<file path="src/rtl/wallace_accumulator.sv">
// wallace_accumulator
// Accumulate stage behind the 4x4 Wallace multiplier. It sums COUNT products
// into a saturating ACC_W-bit accumulator and holds the total on a
// valid/ready output until the consumer takes it.
//
// state   | meaning
// --------+-----------------------------------------------------------
// ST_ACC  | taking products; acc_out shows the running sum
// ST_DONE | result complete; acc_out/overflow frozen until out_ready
//
// Legal parameter range: 1 <= COUNT <= 256, ACC_W >= 8.

module wallace_accumulator #(
  parameter int COUNT = 8,
  parameter int ACC_W = 16
) (
  input  logic             clk,
  input  logic             rst_n,
  input  logic [7:0]       prod_in,
  input  logic             in_valid,
  output logic             in_ready,
  input  logic             clear,
  output logic [ACC_W-1:0] acc_out,
  output logic             overflow,
  output logic             out_valid,
  input  logic             out_ready
);

  // One extra bit so cnt can hold COUNT-1 for every legal COUNT, including 1.
  localparam int CNT_W = $clog2(COUNT) + 1;
  localparam logic [CNT_W-1:0] LAST = CNT_W'(COUNT - 1);

  typedef enum logic {
    ST_ACC  = 1'b0,
    ST_DONE = 1'b1
  } state_t;

  state_t           state;
  state_t           state_nxt;
  logic [ACC_W-1:0] acc;
  logic [ACC_W-1:0] acc_nxt;
  logic [CNT_W-1:0] cnt;
  logic [CNT_W-1:0] cnt_nxt;
  logic             ovf;
  logic             ovf_nxt;
  logic             vld;
  logic             vld_nxt;
  logic             accept;
  logic [ACC_W:0]   sum;

  // Ready is withheld during reset, while a result is waiting and during clear,
  // so a clear always wins over a product offered in the same cycle.
  assign in_ready = rst_n & (state == ST_ACC) & ~clear;
  assign accept   = in_valid & in_ready;

  // The carry out of the top bit is the saturation indicator.
  assign sum = {1'b0, acc} + {{(ACC_W - 7){1'b0}}, prod_in};

  // State register.
  always_ff @(posedge clk) begin
    if (!rst_n) begin
      state <= ST_ACC;
    end else begin
      state <= state_nxt;
    end
  end

  // Next-state and datapath update selection.
  always_comb begin
    state_nxt = state;
    acc_nxt   = acc;
    cnt_nxt   = cnt;
    ovf_nxt   = ovf;
    vld_nxt   = vld;
    case (state)
      ST_ACC: begin
        if (clear) begin
          acc_nxt = '0;
          cnt_nxt = '0;
          ovf_nxt = 1'b0;
        end else if (accept) begin
          cnt_nxt = cnt + CNT_W'(1);
          // Once saturated, the result stays pinned at full scale.
          if (sum[ACC_W] || ovf) begin
            acc_nxt = '1;
            ovf_nxt = 1'b1;
          end else begin
            acc_nxt = sum[ACC_W-1:0];
          end
          if (cnt == LAST) begin
            state_nxt = ST_DONE;
            vld_nxt   = 1'b1;
          end
        end
      end
      ST_DONE: begin
        if (out_ready) begin
          state_nxt = ST_ACC;
          acc_nxt   = '0;
          cnt_nxt   = '0;
          ovf_nxt   = 1'b0;
          vld_nxt   = 1'b0;
        end
      end
      default: begin
        state_nxt = ST_ACC;
      end
    endcase
  end

  // Accumulator, count, sticky overflow and result-valid registers.
  always_ff @(posedge clk) begin
    if (!rst_n) begin
      acc <= '0;
      cnt <= '0;
      ovf <= 1'b0;
      vld <= 1'b0;
    end else begin
      acc <= acc_nxt;
      cnt <= cnt_nxt;
      ovf <= ovf_nxt;
      vld <= vld_nxt;
    end
  end

  assign acc_out   = acc;
  assign overflow  = ovf;
  assign out_valid = vld;

endmodule

</file>
<file path="config.mk">
export PLATFORM = sky130hd
export DESIGN_NAME = wallace_accumulator
export DESIGN_NICKNAME = d
export VERILOG_FILES = /design/src/rtl/wallace_accumulator.sv
export SDC_FILE = /design/constraint.sdc
export NUM_CORES = 1
export LEC_CHECK = 0
export BUFFER_PORTS_ARGS = -buffer_cell sky130_fd_sc_hd__buf_2
export CAP_MARGIN = 20
export CORE_MARGIN = 2
export CORE_UTILIZATION = 45
export CTS_BUF_LIST = sky130_fd_sc_hd__clkbuf_4 sky130_fd_sc_hd__clkbuf_8
export DETAILED_ROUTE_END_ITERATION = 8
export HOLD_SLACK_MARGIN = 0.15
export MAX_ROUTING_LAYER = met4
export PLACE_DENSITY = 0.68
export SYNTH_ARGS = -nofsm -noshare
export SYNTH_HDL_FRONTEND = slang
export SYNTH_SLANG_ARGS = --single-unit
</file>
<file path="constraint.sdc">
create_clock -name clk -period 6.03 [get_ports clk]
set_clock_uncertainty 0.15 [all_clocks]
set_input_delay 1.206 -clock clk [delete_from_list [all_inputs] [get_ports clk]]
set_output_delay 1.206 -clock clk [all_outputs]
set_load 0.01 [all_outputs]
</file>
Word level (Yosys, flattened, before mapping)
Cells that the tools add are included.
{ "totals": {"wordCells": 46, "out_inout_bits": 19, "ff_bits": 23, "inputBits": 13} }
{ "op_classes": {"add_sub_neg": 2, "n_mux": 23, "n_bitwise": 5, "eq_ne": 7, "reduce_logical": 4} }
{ "op_table": {"columns": ["cell", "count"], "rows": [
  ["$mux 16", 4],
  ["$pmux 16 s2", 1],
  ["$add 16x8->17", 1],
  ["$mux 4", 3],
  ["$mux 1", 11],
  ["$pmux 4 s2", 1],
  ["$ne 2x2->1 const B", 3],
  ["$pmux 1 s2", 3],
  ["$add 4x1->4 const B", 1],
  ["$eq 4x3->1 const B", 1],
  ["$reduce_and 4->1", 1],
  ["$and 1x1->1", 3],
  ["$ne 3x2->1 const B", 1],
  ["$ne 3x3->1 const B", 1],
  ["$reduce_and 3->1", 1],
  ["$ne 2x1->1 const B", 1],
  ["$not 1->1", 2],
  ["$reduce_and 2->1", 1],
  ["$logic_or 1x1->1", 1]
]} }

Depth between registers and ports, before layout
Gate-level depths: netlist of the first run.
{ "depth": {"depth_word": 7, "mapped_depth": 8, "depth_no_buf": 7} }

Worst setup path after synthesis of the first run
OpenSTA, ideal clock, no wires.
{ "synth_path": {"kind": "input-to-reg", "from": "input prod_in[0]", "to": "register acc[9], in the netlist acc_out[9]", "path_slack_ns": 2.856, "stages": 8, "arrival_ns": 2.908, "setup_time_ns": 0.117, "t_required_ns": 5.763, "path_buffers": 1, "cell_sequence": "ha_1 > fa_1 > a211oi_2 > o211ai_2 > a31oi_4 > buf_6 > o21ai_2 > a22o_1"} }
{ "synth_via": {"elab_chain_len": 6} }
{ "synth_rtl": {"columns": ["item", "line", "source"], "rows": [
  ["from (decl)", "19", "input logic [7:0] prod_in,"],
  ["$add 16x8->17 *", "57", "assign sum = {1'b0, acc} + {{(ACC_W - 7){1'b0}}, prod_in};"],
  ["$logic_or 1x1->1", "84", "if (sum[ACC_W] || ovf) begin"],
  ["$mux 16 *", "84", null],
  ["$mux 16 *", "81", "end else if (accept) begin"],
  ["$mux 16 *", "77", "if (clear) begin"],
  ["$pmux 16 s2 *", "75", "case (state)"],
  ["to (signal assigned)", "119", "acc <= acc_nxt;"],
  ["to (decl)", "40", "logic [ACC_W-1:0] acc;"]
]} }
Every way passes the cells marked *; elsewhere a longest branch is shown, timed or not. The select of a mux whose other input is x is not followed.
A chain may end at the register's enable or synchronous reset.

Worst setup path after layout of the first run
{ "layout_path": {"from": "input prod_in[0]", "to": "register acc[7], in the netlist acc_out[7]"} }
The elaborated chain is that of the path after synthesis.

==> metrics.log, run 1 <==
[metrics] run status: finished, final reports clean
[metrics] largest net degree at the start of global routing: 18
[metrics] total design power: 0.000289 W
[metrics] count of final hold-check violations: 0
[metrics] Max transition margin: 58.4%
[metrics] count of buffers inserted at the top-level ports: 31
[metrics] Layout Nets: 216
[metrics] core area: 0.00305 sq mm
[metrics] Clk Tree Root Cell: sky130_fd_sc_hd__clkbuf_4
[metrics] remaining antenna violation count: 0
[metrics] required time worst endpoint: 6.11 ns
[metrics] shortest period the worst path allows: 3.20 ns
[metrics] mean post-synth cell area: 8.94 sq um
[metrics] hold slack: 0.323 ns
[metrics] first-iteration detailed-routing DRC count: 23
[metrics] worst setup path startpoint: prod_in[0]
[metrics] share of post-route cells with drive strength above 1: 26.0%
[metrics] Reg2Reg Depth: 7
[metrics] final weighted congestion in routability-driven placement: 0.855
[metrics] clock input transition at the sequential cells of the worst setup and hold paths: 0.14 ns
[metrics] worst supply voltage drop on vdd: 0.121 mV
[metrics] antenna violations before repair: 0
[metrics] Area growth syn-to-layout: 14.1%
[metrics] Routed wire per std cell: 14.4 microns
[metrics] leakage: 0.710 nW
[metrics] Reg2Reg Launch Point: acc_out[0]$_SDFFE_PN0P_
[metrics] sequential area share after synthesis: 31.8%
[metrics] unrepaired setup endpoints after global routing: no
[metrics] launch point of the worst hold path: acc_out[0]$_SDFFE_PN0P_
[metrics] buffers from clock root to sink, at most: 2
[metrics] Setup Buffers After CTS: 0
[metrics] cts bufs inserted: 3
[metrics] cell count after synthesis: 162
[metrics] power per cell area: 175 mW/mm^2
[metrics] height of the chip: 60.7 microns
[metrics] clock tree from TritonCTS: yes
[metrics] syn nets: 185
[metrics] number of levels in the clock H-tree: 1
[metrics] Fmax achieved: 0.312 GHz
[metrics] clock insertion delay at the later pin of the skew report: 0.32 ns
[metrics] aggregate routed wire length: 3390 microns
[metrics] commonest non-fill, non-tap cells in the layout: sky130_fd_sc_hd__buf_2 (31), sky130_fd_sc_hd__dfxtp_1 (23), sky130_fd_sc_hd__nand2_1 (17)
[metrics] reg-to-reg endpoint: acc_out[7]$_SDFFE_PN0P_
[metrics] # resized after CTS: 0
[metrics] Slew Viols, Final: 0
[metrics] cell area after synthesis: 0.00145 sq mm
[metrics] fraction of registers with async set or reset after synthesis: 0%
[metrics] category of the worst setup path launch point: primary input
[metrics] share of the cycle needed by the critical path after routing: 53.1%
[metrics] number of enable-type register cells in the synthesized netlist: 0
[metrics] Finish-stage setup viols: 0
[metrics] aggregate global routing overflow: 0
[metrics] DIE AREA: 0.00369 sq mm
[metrics] wire length of the first global-routing pass: 5660 microns
[metrics] nature of the critical path endpoint: flip-flop
[metrics] distinct cell type count of the synthesized netlist: 47
[metrics] Via Count: 1,343
[metrics] number of top-level design ports: 32
[metrics] most common flop cell mapped by yosys: sky130_fd_sc_hd__dfxtp_1
[metrics] Hold-fix buffers, CTS: 0
[metrics] die outline width: 60.7 microns
[metrics] Hold Crit Class: reg -> reg
[metrics] count of yosys warnings during synthesis: 0
[metrics] DRC violation count after routing: 0
[metrics] vias per std cell: 5.69
[metrics] vias in the first global route: 1,330
[metrics] reported max-cap violation count: 0
[metrics] post-route setup TNS: 0 ns
[metrics] flop and latch count out of synthesis: 23
[metrics] Global Route Usage Sum: 20.9%
[metrics] 1st-pass router iterations: 4
[metrics] commonest non-fill, non-tap cell in the layout: sky130_fd_sc_hd__buf_2
[metrics] ant diodes: 0
[metrics] detailed placer's ending HPWL: 2540 microns
[metrics] Clock Sinks: 23
[metrics] Layout fillers: 315
[metrics] register-to-register setup slack: 3.46 ns
[metrics] Crit path arrival time: 3.28 ns
[metrics] critical-path maximum fanout: 11
[metrics] Crit Path Class: in -> reg
[metrics] transition time at the pin with the least slew margin: 0.624 ns
[metrics] worst setup path endpoint: acc_out[7]$_SDFFE_PN0P_
[metrics] number of rows in the core area: 20
[metrics] Initial Util: 47.5%
==> cells in the mapped netlist (3+ instances only) <==
master                      n  area share, %
sky130_fd_sc_hd__o21ai_0    7            2.4
sky130_fd_sc_hd__xor2_1     3            1.8
sky130_fd_sc_hd__nand3_1    3            1.0
sky130_fd_sc_hd__nor2_1     8            2.1
sky130_fd_sc_hd__dfxtp_1   23             32
sky130_fd_sc_hd__a21o_1     7            3.6
sky130_fd_sc_hd__xnor2_1    5            3.0
sky130_fd_sc_hd__inv_1      6            1.6
sky130_fd_sc_hd__nand2_1   17            4.4
sky130_fd_sc_hd__a21oi_1   16            5.5
sky130_fd_sc_hd__o211ai_1   6            3.1
sky130_fd_sc_hd__ha_1       9            7.8
sky130_fd_sc_hd__nor3_2     3            2.1
sky130_fd_sc_hd__nand4_1    4            1.7
==> metal layers <==
layer  vias up  track usage [%]  part of all wire, %
met5         -                -                    0
met4         0             9.94                  2.3
met3         8             3.41                  3.4
met2        25             33.8                   48
met1       639             25.4                   46
li1        671                -                    -
==> metrics by stage <==
| step | std cells | util (%) | cell area [sq um] | setup slack [ns] |
|---|---|---|---|---|
| 2_1_floorplan | 162 | - | 1450 | 2.86 |
| 3_3_place_gp | 232 | 53.2 | 1630 | 2.57 |
| 3_5_place_dp | 232 | 53.2 | 1630 | 2.52 |
| 4_1_cts | 236 | 54.1 | 1650 | 2.87 |
| 5_1_grt | 236 | 54.1 | 1650 | 2.74 |
| 6_report | 236 | 54.1 | 1650 | 2.83 |
==> state kept, by name (all words and copies together), names as in the netlist <==
| signal | count |
|---|---|
| acc_out | 16 |
| out_valid | 1 |
| state | 1 |
| overflow | 1 |
| cnt | 4 |
==> critical path, cell delays in order <==
cell,delay (ns)
sky130_fd_sc_hd__buf_2,0.10
sky130_fd_sc_hd__ha_1,0.23
sky130_fd_sc_hd__fa_1,0.46
sky130_fd_sc_hd__a211oi_2,0.31
sky130_fd_sc_hd__o211ai_2,0.21
sky130_fd_sc_hd__a31oi_4,0.40
sky130_fd_sc_hd__nor2_1,0.09
sky130_fd_sc_hd__a221o_1,0.27
==> layout make-up <==
class,count,area [sq um],area share (%)
Tap cell,44,55.1,3.33
Clock buffer,3,22.5,1.36
Clock inverter,1,5.00,0.303
Inverter,7,26.3,1.59
Sequential cell,23,460,27.9
Timing Repair Buffer,31,155,9.39
Multi-Input combinational cell,127,928,56.2
==> kinds of logic after synthesis <==
logic type | count (synthesis) | share of synthesized area [%]
xor+xnor | 8 | 4.84
fa+ha+maj | 10 | 9.15
mux | 2 | 1.38
flops | 23 | 31.8
compound gates | 61 | 31.7
buf+inv | 12 | 4.14
simple gates | 46 | 17.0
==> worst min path at each step <==
stage | end | slack (ns) | cells past startpoint
finish | acc_out[0]$_SDFFE_PN0P_ | 0.32 | 2
global route | acc_out[0]$_SDFFE_PN0P_ | 0.35 | 2
CTS | acc_out[0]$_SDFFE_PN0P_ | 0.33 | 2
detailed placement | acc_out[0]$_SDFFE_PN0P_ | 0.31 | 2
global placement | acc_out[0]$_SDFFE_PN0P_ | 0.30 | 2
floorplan | cnt[3]$_SDFFE_PN0P_ | 0.32 | 2
==> report_power, final <==
| part | leakage, nW | switching (W) | internal [W] |
|---|---|---|---|
| Combinational | 0.507 | 0.0000331 | 0.0000225 |
| Sequential | 0.186 | 0.00000275 | 0.000155 |
| Clock | 0.0177 | 0.0000509 | 0.0000249 |
Note: power is estimated with default switching activity, not from simulation.
==> run 2, diff against run 1 <==
- ABC_AREA: unset -> 1
- PLACE_DENSITY: 0.68 -> 0.67
- clock period: 6.03 -> 3 ns (I/O delays scaled with it)
==> metrics.log, run 2 <==
[metrics] nature of the critical path endpoint: flip-flop (unchanged)
[metrics] Crit Path Class: in -> reg (unchanged)
[metrics] vias per std cell: 4.85 (was 5.69)
[metrics] Fmax achieved: 0.465 GHz
[metrics] final weighted congestion in routability-driven placement: 0.834 (was 0.855)
[metrics] Setup Buffers After CTS: 0 (unchanged)
[metrics] Crit path arrival time: 2.22 ns (was 3.28 ns)
[metrics] transition time at the pin with the least slew margin: 0.317 ns (was 0.624 ns)
[metrics] die outline width: 64.4 microns (was 60.7 microns)
[metrics] Finish-stage setup viols: 0 (unchanged)
[metrics] Max transition margin: 78.9% (was 58.4%)
[metrics] clock insertion delay at the later pin of the skew report: 0.33 ns (was 0.32 ns)
[metrics] buffers from clock root to sink, at most: 2 (unchanged)
[metrics] most common library cells after synthesis: sky130_fd_sc_hd__nand2_1 (76), sky130_fd_sc_hd__inv_1 (28), sky130_fd_sc_hd__dfxtp_1 (23) (was sky130_fd_sc_hd__dfxtp_1 (23), sky130_fd_sc_hd__nand2_1 (17), sky130_fd_sc_hd__a21oi_1 (16))
[metrics] detailed placer's ending HPWL: 2680 microns (was 2540 microns)
[metrics] mean post-synth cell area: 6.69 sq um (was 8.94 sq um)
[metrics] height of the chip: 64.4 microns (was 60.7 microns)
[metrics] antenna violations before repair: 0 (unchanged)
[metrics] Via Count: 1,557 (was 1,343)
[metrics] remaining antenna violation count: 0 (unchanged)
[metrics] commonest non-fill, non-tap cells in the layout: sky130_fd_sc_hd__nand2_1 (76), sky130_fd_sc_hd__buf_2 (31), sky130_fd_sc_hd__inv_1 (28) (was sky130_fd_sc_hd__buf_2 (31), sky130_fd_sc_hd__dfxtp_1 (23), sky130_fd_sc_hd__nand2_1 (17))
[metrics] DIE AREA: 0.00414 sq mm (was 0.00369 sq mm)
[metrics] sequential area share after synthesis: 28.1% (was 31.8%)
[metrics] leakage: 0.919 nW (was 0.710 nW)
[metrics] syn nets: 268 (was 185)
[metrics] flip-flop count of the largest register after layout: 16 (unchanged)
[metrics] # resized after CTS: 0 (unchanged)
[metrics] Cell Count, Final, Fillers Out: 321 (was 236)
[metrics] post-synth top area cell: sky130_fd_sc_hd__dfxtp_1 (unchanged)
[metrics] distinct cell type count of the synthesized netlist: 32 (was 47)
[metrics] most common flop cell mapped by yosys: sky130_fd_sc_hd__dfxtp_1 (unchanged)
[metrics] 1st-pass router iterations: 4 (unchanged)
[metrics] category of the worst setup path launch point: primary input (unchanged)
[metrics] vias in the first global route: 1,405 (was 1,330)
[metrics] Initial Util: 48.0% (was 47.5%)
[metrics] post-route setup TNS: 0 ns (unchanged)
[metrics] utilization of the core after routing: 54.1% (about the same)
[metrics] cts bufs inserted: 3 (unchanged)
[metrics] commonest non-fill, non-tap cell in the layout: sky130_fd_sc_hd__nand2_1 (was sky130_fd_sc_hd__buf_2)
[metrics] aggregate routed wire length: 3570 microns (was 3390 microns)
[metrics] number of levels in the clock H-tree: 1 (unchanged)
[metrics] aggregate global routing overflow: 0 (unchanged)
[metrics] cell count after synthesis: 245 (was 162)
[metrics] cell count after placement: 317 (was 232)
[metrics] cell types occupying the most area after synthesis: sky130_fd_sc_hd__dfxtp_1 (28%), sky130_fd_sc_hd__nand2_1 (17%), sky130_fd_sc_hd__ha_1 (6.9%) (was sky130_fd_sc_hd__dfxtp_1 (32%), sky130_fd_sc_hd__ha_1 (7.8%), sky130_fd_sc_hd__a21oi_1 (5.5%))
[metrics] fraction of registers with async set or reset after synthesis: 0% (unchanged)
[metrics] Area growth syn-to-layout: 12.7% (was 14.1%)
[metrics] flop and latch count out of synthesis: 23 (unchanged)
[metrics] wire length of the first global-routing pass: 6140 microns (was 5660 microns)
[metrics] Hold Crit Class: reg -> reg (unchanged)
[metrics] count of final hold-check violations: 0 (unchanged)
[metrics] Routed wire per std cell: 11.1 microns (was 14.4 microns)
[metrics] run status: finished, final reports clean (unchanged)
[metrics] clock tree from TritonCTS: yes (unchanged)
[metrics] number of enable-type register cells in the synthesized netlist: 0 (unchanged)
[metrics] number of rows in the core area: 21 (was 20)
[metrics] Global Route Usage Sum: 19.1% (was 20.9%)
[metrics] count of buffers inserted at the top-level ports: 31 (unchanged)
[metrics] count of yosys warnings during synthesis: 0 (unchanged)
[metrics] Clock Sinks: 23 (unchanged)
[metrics] worst supply voltage drop on vdd: 0.180 mV (was 0.121 mV)
[metrics] reported max-cap violation count: 0 (unchanged)
[metrics] Clk Tree Root Cell: sky130_fd_sc_hd__clkbuf_4 (unchanged)
[metrics] final worst-path setup slack: 0.849 ns (was 2.83 ns)
[metrics] shortest period the worst path allows: 2.15 ns
[metrics] ant diodes: 0 (unchanged)
[metrics] DRC violation count after routing: 0 (unchanged)
[metrics] share of post-route cells with drive strength above 1: 21.8% (was 26.0%)
[metrics] cell area after synthesis: 0.00164 sq mm (was 0.00145 sq mm)
[metrics] share of the cycle needed by the critical path after routing: 71.7%
[metrics] power per cell area: 298 mW/mm^2 (was 175 mW/mm^2)
[metrics] Hold-fix buffers, CTS: 0 (unchanged)
[metrics] Layout Nets: 299 (was 216)
[metrics] post-synth top area share: 28.1% (was 31.8%)
[metrics] required time worst endpoint: 3.07 ns (was 6.11 ns)
[metrics] first-iteration detailed-routing DRC count: 49 (was 23)
[metrics] clock input transition at the sequential cells of the worst setup and hold paths: 0.13 ns (was 0.14 ns)
[metrics] placement-stage worst setup slack: 0.501 ns (was 2.52 ns)
[metrics] most used standard cell by instance count after synthesis: sky130_fd_sc_hd__nand2_1 (was sky130_fd_sc_hd__dfxtp_1)
[metrics] number of top-level design ports: 32 (unchanged)
[metrics] core area: 0.00342 sq mm (was 0.00305 sq mm)
[metrics] Slew Viols, Final: 0 (unchanged)
[metrics] largest net degree at the start of global routing: 21 (was 18)
[metrics] critical-path maximum fanout: 10 (was 11)
[metrics] unrepaired setup endpoints after global routing: no (unchanged)
[metrics] total design power: 0.000550 W (was 0.000289 W)
==> run 2: changes by cell type after synthesis, moves of 6 or more <==
| cell | before | now |
|---|---|---|
| sky130_fd_sc_hd__nand3_1 | 3 | 12 |
| sky130_fd_sc_hd__nand2_1 | 17 | 76 |
| sky130_fd_sc_hd__inv_1 | 6 | 28 |
| sky130_fd_sc_hd__o21ai_0 | 7 | 15 |
| sky130_fd_sc_hd__a21o_1 | 7 | 0 |
| sky130_fd_sc_hd__o211ai_1 | 6 | 0 |
==> run 2: path summary, 6_finish.rpt <==
| kind | start | end | slack [ns] | depth (start not counted) |
|---|---|---|---|---|
| hold reg to reg | out_valid$_SDFFE_PN0P_ | out_valid$_SDFFE_PN0P_ | 0.33 | 2 |
| setup / recovery | prod_in[0] | acc_out[14]$_SDFFE_PN0P_ | 0.85 | 13 |
| setup reg to reg | acc_out[0]$_SDFFE_PN0P_ | acc_out[14]$_SDFFE_PN0P_ | 0.88 | 12 |
| hold / removal | out_valid$_SDFFE_PN0P_ | out_valid$_SDFFE_PN0P_ | 0.33 | 2 |
==> run 2: cell type report <==
type	instances	area, sq um
fillers	372	1570
multi-input cells	184	1010
flip-flops and latches	23	460
repair buffers	32	163
inverters	32	125
well taps	46	57.6
clock buffers	3	22.5
clock inverters	1	5.00
==> run 2: layer usage <==
layer | vias to the layer above | global-route usage, % | part of all wire (%)
met1 | 687 | 24.9 | 52
met5 | - | - | 0
met3 | 2 | 2.82 | 3.2
li1 | 844 | - | -
met4 | 0 | 4.79 | 0.53
met2 | 24 | 31.3 | 44
==> run 2: where the power goes <==
part | switching, W | total, W | internal (W)
sequential | 0.00000314 | 0.000313 | 0.000309
clock | 0.000106 | 0.000156 | 0.0000500
combinational | 0.0000504 | 0.0000814 | 0.0000310
==> run 2: cells by family (layout without fill, tap and decap cells) <==
| group | Yosys count | in the layout | share of synthesized area, % |
|---|---|---|---|
| AO/OA/AOI/OAI | 43 | 43 | 15.0 |
| XOR/XNOR | 6 | 6 | 3.21 |
| adder cells (fa/ha/maj) | 10 | 10 | 8.09 |
| buffers and inverters | 38 | 68 | 10.0 |
| flip-flops | 23 | 23 | 28.1 |
| AND/OR/NAND/NOR | 125 | 125 | 35.6 |
==> run 2: worst max-delay path: stages <==
cell                      delay, ns
sky130_fd_sc_hd__buf_2         0.10
sky130_fd_sc_hd__ha_1          0.21
sky130_fd_sc_hd__fa_1          0.41
sky130_fd_sc_hd__nand2_1       0.08
sky130_fd_sc_hd__nand2_1       0.08
sky130_fd_sc_hd__nand3_1       0.12
sky130_fd_sc_hd__nand2_2       0.09
sky130_fd_sc_hd__nand2_2       0.09
sky130_fd_sc_hd__nand2_4       0.10
sky130_fd_sc_hd__inv_6         0.12
sky130_fd_sc_hd__nand3_2       0.07
sky130_fd_sc_hd__nand2_1       0.07
sky130_fd_sc_hd__a21oi_2       0.05
==> run 2: through the flow <==
| stage | instance area, sq um | hold WS [ns] |
|---|---|---|
| global placement | 1820 | 0.306 |
| finish | 1850 | 0.325 |
| global route | 1850 | 0.369 |
| CTS | 1850 | 0.329 |
| detailed placement | 1820 | 0.310 |
| floorplan | 1640 | 0.297 |
